--- config.mk ---
export PLATFORM = sky130hd
export DESIGN_NAME = vga_sync_decoder
export DESIGN_NICKNAME = d
export VERILOG_FILES = /design/src/rtl/vga_sync_decoder.sv
export SDC_FILE = /design/constraint.sdc
export NUM_CORES = 1
export LEC_CHECK = 0
export CAP_MARGIN = 40
export CELL_PAD_IN_SITES_DETAIL_PLACEMENT = 0
export CELL_PAD_IN_SITES_GLOBAL_PLACEMENT = 1
export CORE_MARGIN = 2
export CORE_UTILIZATION = 30
export DETAILED_ROUTE_END_ITERATION = 7
export PLACE_DENSITY_LB_ADDON = 0.1
export SYNTH_ARGS = -nofsm -noshare
export SYNTH_HDL_FRONTEND = slang
export SYNTH_SLANG_ARGS = --single-unit
export TNS_END_PERCENT = 5
--- constraint.sdc ---
create_clock -name i_clk -period 4.9 [get_ports i_clk]
set_input_delay 0.735 -clock i_clk [delete_from_list [all_inputs] [get_ports i_clk]]
set_output_delay 0.735 -clock i_clk [all_outputs]
set_load 0.01 [all_outputs]
--- src/rtl/vga_sync_decoder.sv ---
// vga_sync_decoder: recovers hpos/vpos from incoming positive hsync/vsync,
// checks every line/frame against the parameterised timing and reports lock.
// Ports: i_clk pixel clock; i_reset sync active-high reset;
//   i_hsync_in/i_vsync_in incoming syncs; o_hpos/o_vpos recovered position;
//   o_display_on visible area while locked; o_locked timing lock;
//   o_frame_start 1-cycle pulse at 0,0 while locked; o_sync_err 1-cycle
//   pulse on a timing violation.
// Option VGA_SYNC_DEC_MEASURE_EN adds o_h_meas (clks between the last two
//   hsync rises, sat 4095) and o_v_meas (line wraps between the last two
//   vsync rises, sat 2047).
module vga_sync_decoder #(
    parameter int H_DISPLAY   = 1024,
    parameter int H_BACK      = 80,
    parameter int H_FRONT     = 48,
    parameter int H_SYNC      = 32,
    parameter int V_DISPLAY   = 768,
    parameter int V_TOP       = 15,
    parameter int V_BOTTOM    = 3,
    parameter int V_SYNC      = 4,
    parameter int LOCK_LINES  = 4,
    parameter int LOCK_FRAMES = 2
) (
    input  logic        i_clk,
    input  logic        i_reset,
    input  logic        i_hsync_in,
    input  logic        i_vsync_in,
    output logic [10:0] o_hpos,
    output logic [9:0]  o_vpos,
    output logic        o_display_on,
    output logic        o_locked,
    output logic        o_frame_start,
    output logic        o_sync_err
`ifdef VGA_SYNC_DEC_MEASURE_EN
    ,
    output logic [11:0] o_h_meas,
    output logic [10:0] o_v_meas
`endif
);

    localparam int H_TOTAL = H_DISPLAY + H_BACK + H_FRONT + H_SYNC;
    localparam int V_TOTAL = V_DISPLAY + V_TOP + V_BOTTOM + V_SYNC;
    localparam int LW      = $clog2(LOCK_LINES + 1);
    localparam int FW      = $clog2(LOCK_FRAMES + 1);

    localparam logic [10:0] LP_H_SS   = 11'(H_DISPLAY + H_FRONT);
    localparam logic [10:0] LP_H_LAST = 11'(H_TOTAL - 1);
    localparam logic [10:0] LP_H_DISP = 11'(H_DISPLAY);
    localparam logic [9:0]  LP_V_SS   = 10'(V_DISPLAY + V_BOTTOM);
    localparam logic [9:0]  LP_V_LAST = 10'(V_TOTAL - 1);
    localparam logic [9:0]  LP_V_DISP = 10'(V_DISPLAY);
    localparam logic [LW-1:0] LP_LINES  = LW'(LOCK_LINES);
    localparam logic [FW-1:0] LP_FR_TOP = FW'(LOCK_FRAMES - 1);

    typedef enum logic [1:0] {
        ST_SEARCH,
        ST_HTRACK,
        ST_VTRACK,
        ST_LOCKED
    } state_t;

    state_t          r_state;
    state_t          w_state_nx;
    logic            r_hs_d;
    logic            r_vs_d;
    logic [10:0]     r_hpos;
    logic [9:0]      r_vpos;
    logic [LW-1:0]   r_line_cnt;
    logic [LW-1:0]   w_line_nx;
    logic [FW-1:0]   r_frm_cnt;
    logic [FW-1:0]   w_frm_nx;
    logic            r_locked;
    logic            r_frame_start;
    logic            r_sync_err;

    logic            w_hs_rise;
    logic            w_vs_rise;
    logic            w_line_err;
    logic            w_frame_err;
    logic            w_err;
    logic            w_hwrap;
    logic [10:0]     w_hpos_nx;
    logic [9:0]      w_vpos_nx;

    assign w_hs_rise = i_hsync_in & ~r_hs_d;
    assign w_vs_rise = i_vsync_in & ~r_vs_d;

    // Late rise, early rise, or missing hsync at the expected column.
    assign w_line_err = (w_hs_rise && (r_hpos != LP_H_SS))
                     || ((r_hpos == LP_H_SS) && !i_hsync_in);
    assign w_frame_err = w_vs_rise && (r_vpos != LP_V_SS);
    assign w_err = (r_state != ST_SEARCH) && (w_line_err || w_frame_err);

    // A realigning hsync edge replaces the natural end-of-line wrap.
    assign w_hwrap = !w_hs_rise && (r_hpos == LP_H_LAST);

    always_comb begin
        w_hpos_nx = r_hpos + 11'd1;
        if (w_hs_rise) begin
            w_hpos_nx = LP_H_SS + 11'd1;
        end else if (w_hwrap) begin
            w_hpos_nx = '0;
        end
    end

    always_comb begin
        w_vpos_nx = r_vpos;
        if (w_vs_rise) begin
            w_vpos_nx = LP_V_SS;
        end else if (w_hwrap) begin
            w_vpos_nx = (r_vpos == LP_V_LAST) ? '0 : r_vpos + 10'd1;
        end
    end

    always_comb begin
        w_state_nx = r_state;
        w_line_nx  = r_line_cnt;
        w_frm_nx   = r_frm_cnt;
        if (w_err) begin
            w_state_nx = ST_SEARCH;
            w_line_nx  = '0;
            w_frm_nx   = '0;
        end else begin
            unique case (r_state)
                ST_SEARCH: begin
                    if (w_hs_rise) begin
                        w_state_nx = ST_HTRACK;
                        w_line_nx  = '0;
                    end
                end
                ST_HTRACK: begin
                    if (r_line_cnt == LP_LINES) begin
                        if (w_vs_rise) begin
                            w_state_nx = ST_VTRACK;
                            w_frm_nx   = '0;
                        end
                    end else if (w_hs_rise) begin
                        w_line_nx = r_line_cnt + LW'(1);
                    end
                end
                ST_VTRACK: begin
                    if (w_vs_rise) begin
                        if (r_frm_cnt == LP_FR_TOP) begin
                            w_state_nx = ST_LOCKED;
                        end else begin
                            w_frm_nx = r_frm_cnt + FW'(1);
                        end
                    end
                end
                ST_LOCKED: begin
                    w_state_nx = ST_LOCKED;
                end
                default: begin
                    w_state_nx = ST_SEARCH;
                end
            endcase
        end
    end

    always_ff @(posedge i_clk) begin
        if (i_reset) begin
            r_state       <= ST_SEARCH;
            r_hs_d        <= 1'b0;
            r_vs_d        <= 1'b0;
            r_hpos        <= '0;
            r_vpos        <= '0;
            r_line_cnt    <= '0;
            r_frm_cnt     <= '0;
            r_locked      <= 1'b0;
            r_frame_start <= 1'b0;
            r_sync_err    <= 1'b0;
        end else begin
            r_state       <= w_state_nx;
            r_hs_d        <= i_hsync_in;
            r_vs_d        <= i_vsync_in;
            r_hpos        <= w_hpos_nx;
            r_vpos        <= w_vpos_nx;
            r_line_cnt    <= w_line_nx;
            r_frm_cnt     <= w_frm_nx;
            r_locked      <= (w_state_nx == ST_LOCKED);
            r_frame_start <= r_locked && (w_hpos_nx == '0)
                             && (w_vpos_nx == '0);
            r_sync_err    <= w_err;
        end
    end

`ifdef VGA_SYNC_DEC_MEASURE_EN
    logic [11:0] r_hcnt;
    logic [11:0] r_h_meas;
    logic [11:0] w_hcnt_inc;
    logic [10:0] r_vcnt;
    logic [10:0] r_v_meas;
    logic [10:0] w_vcnt_inc;

    // Counts include the current cycle/wrap so a nominal stream
    // measures exactly H_TOTAL and V_TOTAL.
    assign w_hcnt_inc = (r_hcnt == '1) ? r_hcnt : r_hcnt + 12'd1;
    assign w_vcnt_inc = (w_hwrap && (r_vcnt != '1))
                      ? r_vcnt + 11'd1 : r_vcnt;

    always_ff @(posedge i_clk) begin
        if (i_reset) begin
            r_hcnt   <= '0;
            r_h_meas <= '0;
            r_vcnt   <= '0;
            r_v_meas <= '0;
        end else begin
            if (w_hs_rise) begin
                r_h_meas <= w_hcnt_inc;
                r_hcnt   <= '0;
            end else begin
                r_hcnt <= w_hcnt_inc;
            end
            if (w_vs_rise) begin
                r_v_meas <= w_vcnt_inc;
                r_vcnt   <= '0;
            end else begin
                r_vcnt <= w_vcnt_inc;
            end
        end
    end

    assign o_h_meas = r_h_meas;
    assign o_v_meas = r_v_meas;
`endif

    assign o_hpos        = r_hpos;
    assign o_vpos        = r_vpos;
    assign o_locked      = r_locked;
    assign o_frame_start = r_frame_start;
    assign o_sync_err    = r_sync_err;
    assign o_display_on  = r_locked && (r_hpos < LP_H_DISP)
                           && (r_vpos < LP_V_DISP);

endmodule

After elaboration in Yosys (flattened, before gate mapping):

Cells that the tools add are included.

* multiplexer cells: 21
* eq/ne operators: 18
* order comparisons: 2
* bitwise logic cells: 4
* reductions and logical operators: 22
* add/subtract/negate cells: 4

Operator list (count)
* $mux W10: 3
* $eq A11 B11 Y1 const B: 2
* $mux W11: 2
* $mux W2: 10
* $ne A2 B2 Y1 const B: 7
* $add A11 B1 Y11 const B: 1
* $logic_not A11 Y1: 1
* $lt A11 B11 Y1 const B: 1
* $ne A11 B11 Y1 const B: 1
* $add A10 B1 Y10 const B: 1
* $eq A10 B10 Y1 const B: 1
* $logic_not A10 Y1: 1
* $lt A10 B10 Y1 const B: 1
* $ne A10 B10 Y1 const B: 1
* $logic_and A1 B1 Y1: 9
* $mux W3: 3
* $pmux W2 S4: 1
* $eq A2 B2 Y1 const B: 3
* $pmux W3 S2: 1
* $reduce_bool A2 Y1: 3
* $reduce_and A5 Y1: 1
* $eq A2 B1 Y1 const B: 2
* $pmux W2 S2: 1
* $reduce_and A4 Y1: 1
* other kinds (9): 13

* register bits: 33
* logic and storage cells: 81
* input port bits: 4

Depth between registers and ports, before layout:

Gate-level depths: netlist of run 1.

* depth in word-level cells: 9
* mapped depth: 8
* mapped depth without buffers: 8

Least setup slack after synthesis of run 1:

OpenSTA, ideal clock, no wires.

* kind: input to register
* start: input port i_hsync_in
* end: register r_frame_start (netlist: o_frame_start)
* required time: 4.797 ns
* setup slack: 2.652 ns
* arrival time: 2.145 ns
* stages: 7
* setup time: 0.103 ns
* buffers on the path: 1
* cells stage by stage: nand2b_1 > clkbuf_1 > nand4_2 > or4_1 > nand4_1 > nand4_1 > a2111oi_2

* longest elaborated chain between the ends: 8
* elaborated cells on any way between the ends: 11
* classes of those cells: mux (4); bitwise (1); reduce/logical (6)

Ends and longest elaborated chain
* start, declared: line 25 `input logic i_hsync_in,`
* $and A1 B1 Y1 *: line 84 `assign w_hs_rise = i_hsync_in & ~r_hs_d;`
* $logic_not A1 Y1: line 94 `assign w_hwrap = !w_hs_rise && (r_hpos == LP_H_LAST);`
* $logic_and A1 B1 Y1: line 94
* $mux W11: line 100 `end else if (w_hwrap) begin`
* $mux W11: line 98 `if (w_hs_rise) begin`
* $logic_not A11 Y1: line 180 `r_frame_start <= r_locked && (w_hpos_nx == '0)`
* $logic_and A1 B1 Y1: line 180
* $logic_and A1 B1 Y1 *: line 181 `&& (w_vpos_nx == '0);`
* end signal, assigned: line 180
* end, declared: line 72 `logic r_frame_start;`

Mark *: on every way between the ends. The rest lies on a longest branch, timed or not.
A chain may end at the register's enable or synchronous reset.

Final worst setup path of run 1:

Same ends and word-level chain as after synthesis.

==> out/qor.yml, run 1 <==
stdcell_area_sq_mm: 0.00242
r2r-start: "o_hpos[0]"
place_hpwl_mm: 3.75
post-route-min-period_ps: 2600
report.final.slew_viol_count: 0
drtAntennaViolNets: 0
critPathKind: "in -> reg"
ys_seq_elements: 33
irDropWorstVdd_mv: 0.105
numCtsBuffers: 5
synth_edf_count: 0
gr-usage-all-layers_pct: 14.1
numPortBuffers: 28
antenna_cells: 0
crit_path_end_kind: "flop"
cts_buffer_depth: 2
min_from: "r_line_cnt[1]"
cts-root-buf: "clkbuf_8"
vias_per_cell: 5.24
first_iter_violations: 83
rsz0062_at_grt: "no"
postSynthAreaPerCell_sq_um: 8.15
io_pins: 29
cp.arrival_ps: 2780
grt_overflow: 0
gp_congestion: 0.858
grt_pass1_vias: 1704
synth_compound_area_share_pct: 13.9
hp-class: "reg -> reg"
yosysWarningCount: 0
cts_hold_buf: 0
final-setup-viol-count: 0
fp.dieH_microns: 87.2
worst_pin_slew_ps: 572
vias: 1846
maxCapViolCount: 0
synth_xor_area_share_pct: 7.17
cp.required_ps: 5090
ys_types: 54
final_nets: 282
die_area_sq_mm: 0.00760
drt_pass1_iterations: 5
hold_violations: 0
fin_crit_sh_pct: 53.0
p_total_mw: 0.630
wire_per_inst_microns: 14.6
status: "complete, no violations"
async_flop_share_pct: 0
clkSinkCount: 33
synth_top_family_by_area: "simple AND/OR/NAND/NOR gates"
clk_latency_ps: 290
syn_nets: 266
fin_skew_ps: 10.8
start_util_pct: 30.7
p_leak_nw: 0.810
die_w_microns: 87.2
cts_tree: "yes"
yosys_most_used_dff: "dfxtp_1"
crit_path_start: "i_hsync_in"
synth_fa_ha_area_share_pct: 4.22
htree_levels: 2
synth_cells: 255
rows: 30
drc_errors: 0
max_slew_margin_pct: 61.7
fmax_ghz: 0.385
synth_simple_gate_area_share_pct: 33.3
start_kind: "primary input"
clk_pin_slew_ps: 80
fin_tns_setup_ps: 0
core_sq_mm: 0.00676
final_layout_size_suffix_gt1_share_pct: 6.62
grt_pass1_wl_mm: 8.45
dp_slack_ps: 2020
grt_max_degree: 17
p_per_area_mw_per_mm2: 260
muxShareOfSynthArea_pct: 1.02
synth_area_sq_mm: 0.00208
cts_resized: 0
critPathMaxFanout: 8
dpl-instance-area_sq_mm: 0.00231
cts_setup_buffers: 0
yosysSeqAreaShare_pct: 31.8
antenna_found_initial: 0
finalWirelength_mm: 5.14
area_growth_pct: 16.7
setup_slack_ps: 2300
[synth_stat cells, types with 5 or more instances]
master / n / area [sq um]
dfxtp_1: 33 / 661
nand2b_1: 5 / 31.3
nand3_1: 12 / 60.1
nor2_1: 37 / 139
nand2_1: 22 / 82.6
o21ai_0: 8 / 40.0
ha_1: 7 / 87.6
xor2_1: 10 / 87.6
a21oi_1: 16 / 80.1
clkbuf_1: 7 / 26.3
nor3_1: 8 / 40.0
inv_1: 6 / 22.5
xnor2_1: 7 / 61.3
nand4_1: 10 / 62.6
[final cells by class]
type	count	area, sq um
inverters	8	30.0
well taps	80	100
flip-flops and latches	33	661
fillers	718	4330
clock inverters	1	30.0
multi-input cells	195	1240
clock buffers	7	86.3
repair buffers	28	280
[cells by family (layout without fill, tap and decap cells)]
group,after synthesis,count (layout)
buf+inv,27,44
mux,2,2
fa+ha+maj,7,7
xor+xnor,17,17
simple gates,125,125
flops,33,33
compound gates,44,44
[registers in the layout, summed over array words and instances, names as in the netlist]
register and flops:
o_hpos 11, o_vpos 10, r_hs_d 1, o_frame_start 1
r_line_cnt 3, r_frm_cnt 2, r_state 2, r_vs_d 1
o_locked 1, o_sync_err 1
[placed cells by master, fill, tap and decap left out, drive strengths merged, types with 4 or more instances in the layout]
cell type       n
nor2b           4
nor3            9
nor2           37
nand2b          5
xnor2           7
nand3          13
inv             7
clkdlybuf4s50  28
ha              7
xor2           10
nand2          22
nor4            4
nand4          12
clkbuf          7
dfxtp          33
a21oi          16
o21ai           8
[metal layers]
layer	global-route usage, %	vias to the layer above	wire (microns)
li1	-	930	-
met1	19.6	859	2590
met2	21.2	44	2220
met3	3.22	13	213
met4	5.31	0	115
met5	0	-	0
[per-stage QoR]
stage | hold slack [ps] | util (%) | std cells
2_1_floorplan | 449 | - | 255
3_3_place_gp | 465 | 34.2 | 344
3_5_place_dp | 469 | 34.2 | 344
4_1_cts | 480 | 35.9 | 352
5_1_grt | 508 | 35.9 | 352
6_report | 477 | 35.9 | 352
[worst paths after layout]
kind,end,slack (ps),depth (start not counted)
setup reg to reg,o_frame_start,2340,7
setup / recovery,o_frame_start,2300,7
hold / removal,r_line_cnt[1],480,2
hold reg to reg,r_line_cnt[1],480,2
[worst max-delay path, cell delays in order]
cell and delay, ps:
clkdlybuf4s50_1 450, nand2b_1 300, nand4_2 270, or4_1 590, nand4_1 100, nand4_1 110
a2111oi_2 220
[where the power goes]
part           switching (mW)  internal (mW)
combinational          0.0362         0.0309
sequential             0.0154          0.276
clock                   0.106          0.166
total                   0.157          0.473
Note: power is estimated with default switching activity, not from simulation.
==> inputs of run 2 (changes only) <==
- clock period: 4.9 -> 2.51 ns (I/O delays scaled with it)
==> run 2 against run 1 <==
Effect of this change: final area up 6.8%; critical endpoint unchanged; critical path depth down 1; power up 99%.
==> out/qor.yml, run 2 (synthesized netlist as in run 1, its figures left out) <==
first_iter_violations: 94  # +13%
crit_path_cell_trace: "nand2_1 -> or4_1 -> o31ai_1 -> o2111ai_1 -> o31a_1 -> a2111oi_2"
wire_per_inst_microns: 14.8  # +1.3%
post-route-min-period_ps: 2260
cp.required_ps: 2690  # -2400 ps
final_cell_mix: "nor2_1, dfxtp_1, clkdlybuf4s50_1"
io_pins: 29  # unchanged
finalWirelength_mm: 5.53  # +7.6%
p_switching_mw: 0.315  # +100%
cts_resized: 0  # unchanged
numCtsBuffers: 5  # unchanged
gp_congestion: 0.816  # -4.9%
stdcell_area_sq_mm: 0.00259  # +6.8%
die_w_microns: 87.2  # unchanged
vias_per_cell: 5.12  # -2.4%
cts_tree: "yes"
p_total_mw: 1.25  # +99%
die_area_sq_mm: 0.00760  # unchanged
place_hpwl_mm: 4.19  # +12%
dp_cells: 366  # +6.4%
cp.arrival_ps: 2440  # -340 ps
grt_pass1_wl_mm: 9.14  # +8.2%
fmax_ghz: 0.442
final_nets: 304  # +7.8%
drt_pass1_iterations: 4  # -1
pwr-share-seq_pct: 45.0  # -1.3 points
clk_pin_slew_ps: 70  # about the same
drc_errors: 0  # unchanged
antenna_found_initial: 0  # unchanged
irDropWorstVdd_mv: 0.308  # +190%
final_layout_size_suffix_gt1_share_pct: 13.6  # +7.0 points
layout.cells.most_common: "nor2_1"
start_util_pct: 30.7  # unchanged
drtAntennaViolNets: 0  # unchanged
numPortBuffers: 28  # unchanged
p_per_area_mw_per_mm2: 483  # +86%
final-setup-viol-count: 0  # unchanged
p_leak_nw: 0.925  # +14%
status: "complete, no violations"
worst_pin_slew_ps: 399  # -173 ps
clkSinkCount: 33  # unchanged
report.final.slew_viol_count: 0  # unchanged
clk_latency_ps: 290  # about the same
vias: 1914  # +3.7%
critPathKind: "reg -> reg"
critPathMaxFanout: 9  # +1
grt_overflow: 0  # unchanged
combPwrFrac_pct: 12.4  # +1.8 points
antenna_cells: 0  # unchanged
use_met3_pct: 3.03  # -0.19 points
htree_levels: 2  # unchanged
cts_hold_buf: 0  # unchanged
swShare_pct: 25.1  # +0.21 points
cts-root-buf: "clkbuf_8"
rsz0062_at_grt: "no"
start_kind: "flop"
fin_skew_ps: 4.24  # -6.54 ps
gr-usage-all-layers_pct: 15.5  # +1.4 points
area_growth_pct: 24.7
largest_reg_flops: 11  # unchanged
grt_use_met1_pct: 21.5  # +1.9 points
fin_tns_setup_ps: 0  # unchanged
rows: 30  # unchanged
crit_path_max_incr_delay_ps: 540  # -50 ps
top_usage_layer: "met2"
max_slew_margin_pct: 73.3  # +12 points
grt_max_degree: 16  # -1
p_int_mw: 0.937  # +98%
stdcell_count: 374  # +6.3%
fin_crit_sh_pct: 90.0
cts_setup_buffers: 0  # unchanged
cp_slowest_cell: "or4_1"
cts_buffer_depth: 2  # unchanged
p_clk_share_pct: 42.7  # -0.4 points
grt_pass1_vias: 1858  # +9.0%
crit_path_end_kind: "flop"
hp-class: "reg -> reg"
core_sq_mm: 0.00676  # unchanged
dpl-instance-area_sq_mm: 0.00247  # +7.2%
maxCapViolCount: 0  # unchanged
hold_violations: 0  # unchanged
met2_usage_pct: 24.1  # +2.9 points
fp.dieH_microns: 87.2  # unchanged
==> run 2: cell count changes in the layout (fill, tap and decap cells not counted), sizes merged <==
cell / previous run / this run
buf: 0 / 22
==> run 2: per-stage QoR <==
step | hold slack, ps | util (%) | worst slack, ps
2_1_floorplan | 448 | - | 276
3_3_place_gp | 464 | 36.6 | 249
3_5_place_dp | 471 | 36.6 | 200
4_1_cts | 482 | 38.3 | 210
5_1_grt | 534 | 38.3 | 13.0
6_report | 479 | 38.3 | 250
==> run 2: critical path: cells and delay by family, from the launching register on <==
kind / cells / cell delay (ps)
AO/OA/AOI/OAI: 4 / 940
AND/OR/NAND/NOR: 2 / 700
flip-flops: 1 / 510
==> run 2: power by group through the flow <==
stage	combinational, mW	clock [mW]	sequential, mW
floorplan	0.0872	0	0.572
global placement	0.158	0	0.576
finish	0.155	0.534	0.563
detailed placement	0.156	0	0.575
global route	0.172	0.569	0.565
CTS	0.157	0.549	0.563
==> run 2: cell type report <==
cell class | count | area [sq um]
clock buffers | 7 | 86.3
flip-flops and latches | 33 | 661
well taps | 80 | 100
fillers | 726 | 4170
multi-input cells | 195 | 1240
inverters | 8 | 30.0
clock inverters | 1 | 30.0
repair buffers | 50 | 445
==> run 2: worst paths after layout <==
kind | startpoint | endpoint | slack [ps] | cells past startpoint
max | o_hpos[5] | o_frame_start | 250 | 6
min | r_line_cnt[1] | r_line_cnt[1] | 480 | 2
max reg2reg | o_hpos[5] | o_frame_start | 250 | 6
min reg2reg | r_line_cnt[1] | r_line_cnt[1] | 480 | 2
==> run 2: metal layers <==
| layer | vias up | share of wire [%] |
|---|---|---|
| met2 | 43 | 46 |
| met4 | 0 | 1.8 |
| met5 | - | 0 |
| met1 | 880 | 49 |
| met3 | 10 | 3.2 |
| li1 | 981 | - |
==> inputs of run 3 (changes only) <==
- PLACE_DENSITY_LB_ADDON: 0.1 -> 0.08
==> run 3 against run 2 <==
Effect of this change: maximum frequency increased by 1.3%; worst setup slack improved by 29 ps; critical path depth increased by 1.
==> out/qor.yml, run 3 (synthesized netlist as in run 1, its figures left out) <==
cts_tree: "yes"
grt_pass1_wl_mm: 9.36  # +2.4%
largest_reg_flops: 11  # unchanged
clk_pin_slew_ps: 80  # about the same
critPathKind: "reg -> reg"
fmax_ghz: 0.448  # +1.3%
final_layout_size_suffix_gt1_share_pct: 13.7  # +0.046 points
io_pins: 29  # unchanged
numCtsBuffers: 5  # unchanged
place_hpwl_mm: 4.23  # +0.94%
p_leak_nw: 0.905  # -2.1%
rows: 30  # unchanged
fin_skew_ps: 8.21  # +3.97 ps
irDropWorstVdd_mv: 0.236  # -23%
fillers: 731  # +0.69%
p_total_mw: 1.14  # -9.1%
finalWirelength_mm: 5.64  # +1.9%
maxCapViolCount: 0  # unchanged
cts_setup_buffers: 0  # unchanged
grt_pass1_vias: 1860  # +0.11%
final_cell_mix: "nor2_1, dfxtp_1, clkdlybuf4s50_1"
start_kind: "flop"
clkSinkCount: 33  # unchanged
cp.required_ps: 2720  # +30 ps
cts_buffer_depth: 2  # unchanged
crit_path_end_kind: "flop"
cts-root-buf: "clkbuf_8"
core_sq_mm: 0.00676  # unchanged
fp.dieH_microns: 87.2  # unchanged
die_w_microns: 87.2  # unchanged
antenna_found_initial: 0  # unchanged
die_area_sq_mm: 0.00760  # unchanged
cts_hold_buf: 0  # unchanged
max_slew_margin_pct: 71.8  # -1.6 points
rsz0062_at_grt: "no"
fin_crit_sh_pct: 88.9  # -1.1 points
drt_pass1_iterations: 4  # unchanged
drc_errors: 0  # unchanged
cp.arrival_ps: 2440  # about the same
hold_violations: 0  # unchanged
grt_max_degree: 16  # unchanged
hp-class: "reg -> reg"
antenna_cells: 0  # unchanged
fin_tns_setup_ps: 0  # unchanged
htree_levels: 2  # unchanged
multi_input_area_sq_mm: 0.00124  # unchanged
vias: 1887  # -1.4%
wire_per_inst_microns: 15.1  # +2.2%
grt_overflow: 0  # unchanged
final-setup-viol-count: 0  # unchanged
area_growth_pct: 22.9
p_per_area_mw_per_mm2: 446  # -7.8%
status: "complete, no violations"
vias_per_cell: 5.06  # -1.1%
first_iter_violations: 55  # -41%
post-route-min-period_ps: 2230  # -28.6 ps
worst_pin_slew_ps: 423  # +23.3 ps
gp_congestion: 0.784  # -3.8%
report.final.slew_viol_count: 0  # unchanged
regToRegSetupSlack_ps: 280  # +30 ps
gr-usage-all-layers_pct: 16.0  # +0.46 points
seqCellArea_sq_um: 661  # unchanged
clk_latency_ps: 300  # about the same
numPortBuffers: 28  # unchanged
layout.cells.most_common: "nor2_1"
drtAntennaViolNets: 0  # unchanged
cts_resized: 0  # unchanged
critPathMaxFanout: 8  # -1
final_nets: 303  # -0.33%
start_util_pct: 30.7  # unchanged
-- run 3: where the power goes --
group | leakage, nW | total, mW | internal [mW] | switching (mW)
clock network | 0.0439 | 0.420 | 0.192 | 0.228
registers | 0.269 | 0.559 | 0.539 | 0.0193
logic | 0.592 | 0.159 | 0.0732 | 0.0858
-- run 3: metrics by stage --
stage          utilization, %  hold slack (ps)  std cells  setup slack (ps)  instance area [sq um]
3_3_place_gp             36.5              467        365               223                   2470
3_5_place_dp             36.5              470        365               226                   2470
2_1_floorplan               -              448        255               276                   2080
4_1_cts                  37.8              483        373               268                   2550
6_report                 37.8              479        373               279                   2550
5_1_grt                  37.8              514        373               120                   2550
-- run 3: layout make-up --
type | count | share of cell area (%)
multi-input combinational | 195 | 48.5
sequential | 33 | 25.9
timing repair buffer | 49 | 17.2
tap | 80 | 3.92
clock buffer | 5 | 2.70
inverter | 8 | 1.18
clock inverter | 3 | 0.686
-- run 3: worst paths after layout --
check / endpoint / depth (start not counted) / start
max: o_frame_start / 7 / o_hpos[0]
min: r_line_cnt[1] / 2 / r_line_cnt[1]
max reg2reg: o_frame_start / 7 / o_hpos[0]
min reg2reg: r_line_cnt[1] / 2 / r_line_cnt[1]
-- run 3: per-layer routing --
layer  global-route usage [%]  part of all wire [%]  up-vias
met5                        0                     0        -
met4                     6.15                   2.1        0
met3                     3.13                   2.7        9
met2                     25.7                    46       25
met1                     21.2                    49      874
li1                         -                     -      979
-- run 3: worst max-delay path, stage by stage (launching register included) --
cell       delay [ps]
dfxtp_1           390
ha_1              300
and4_1            260
nand4_2           200
or4_1             590
nand4_1           100
nand4_1           100
a2111oi_2         200
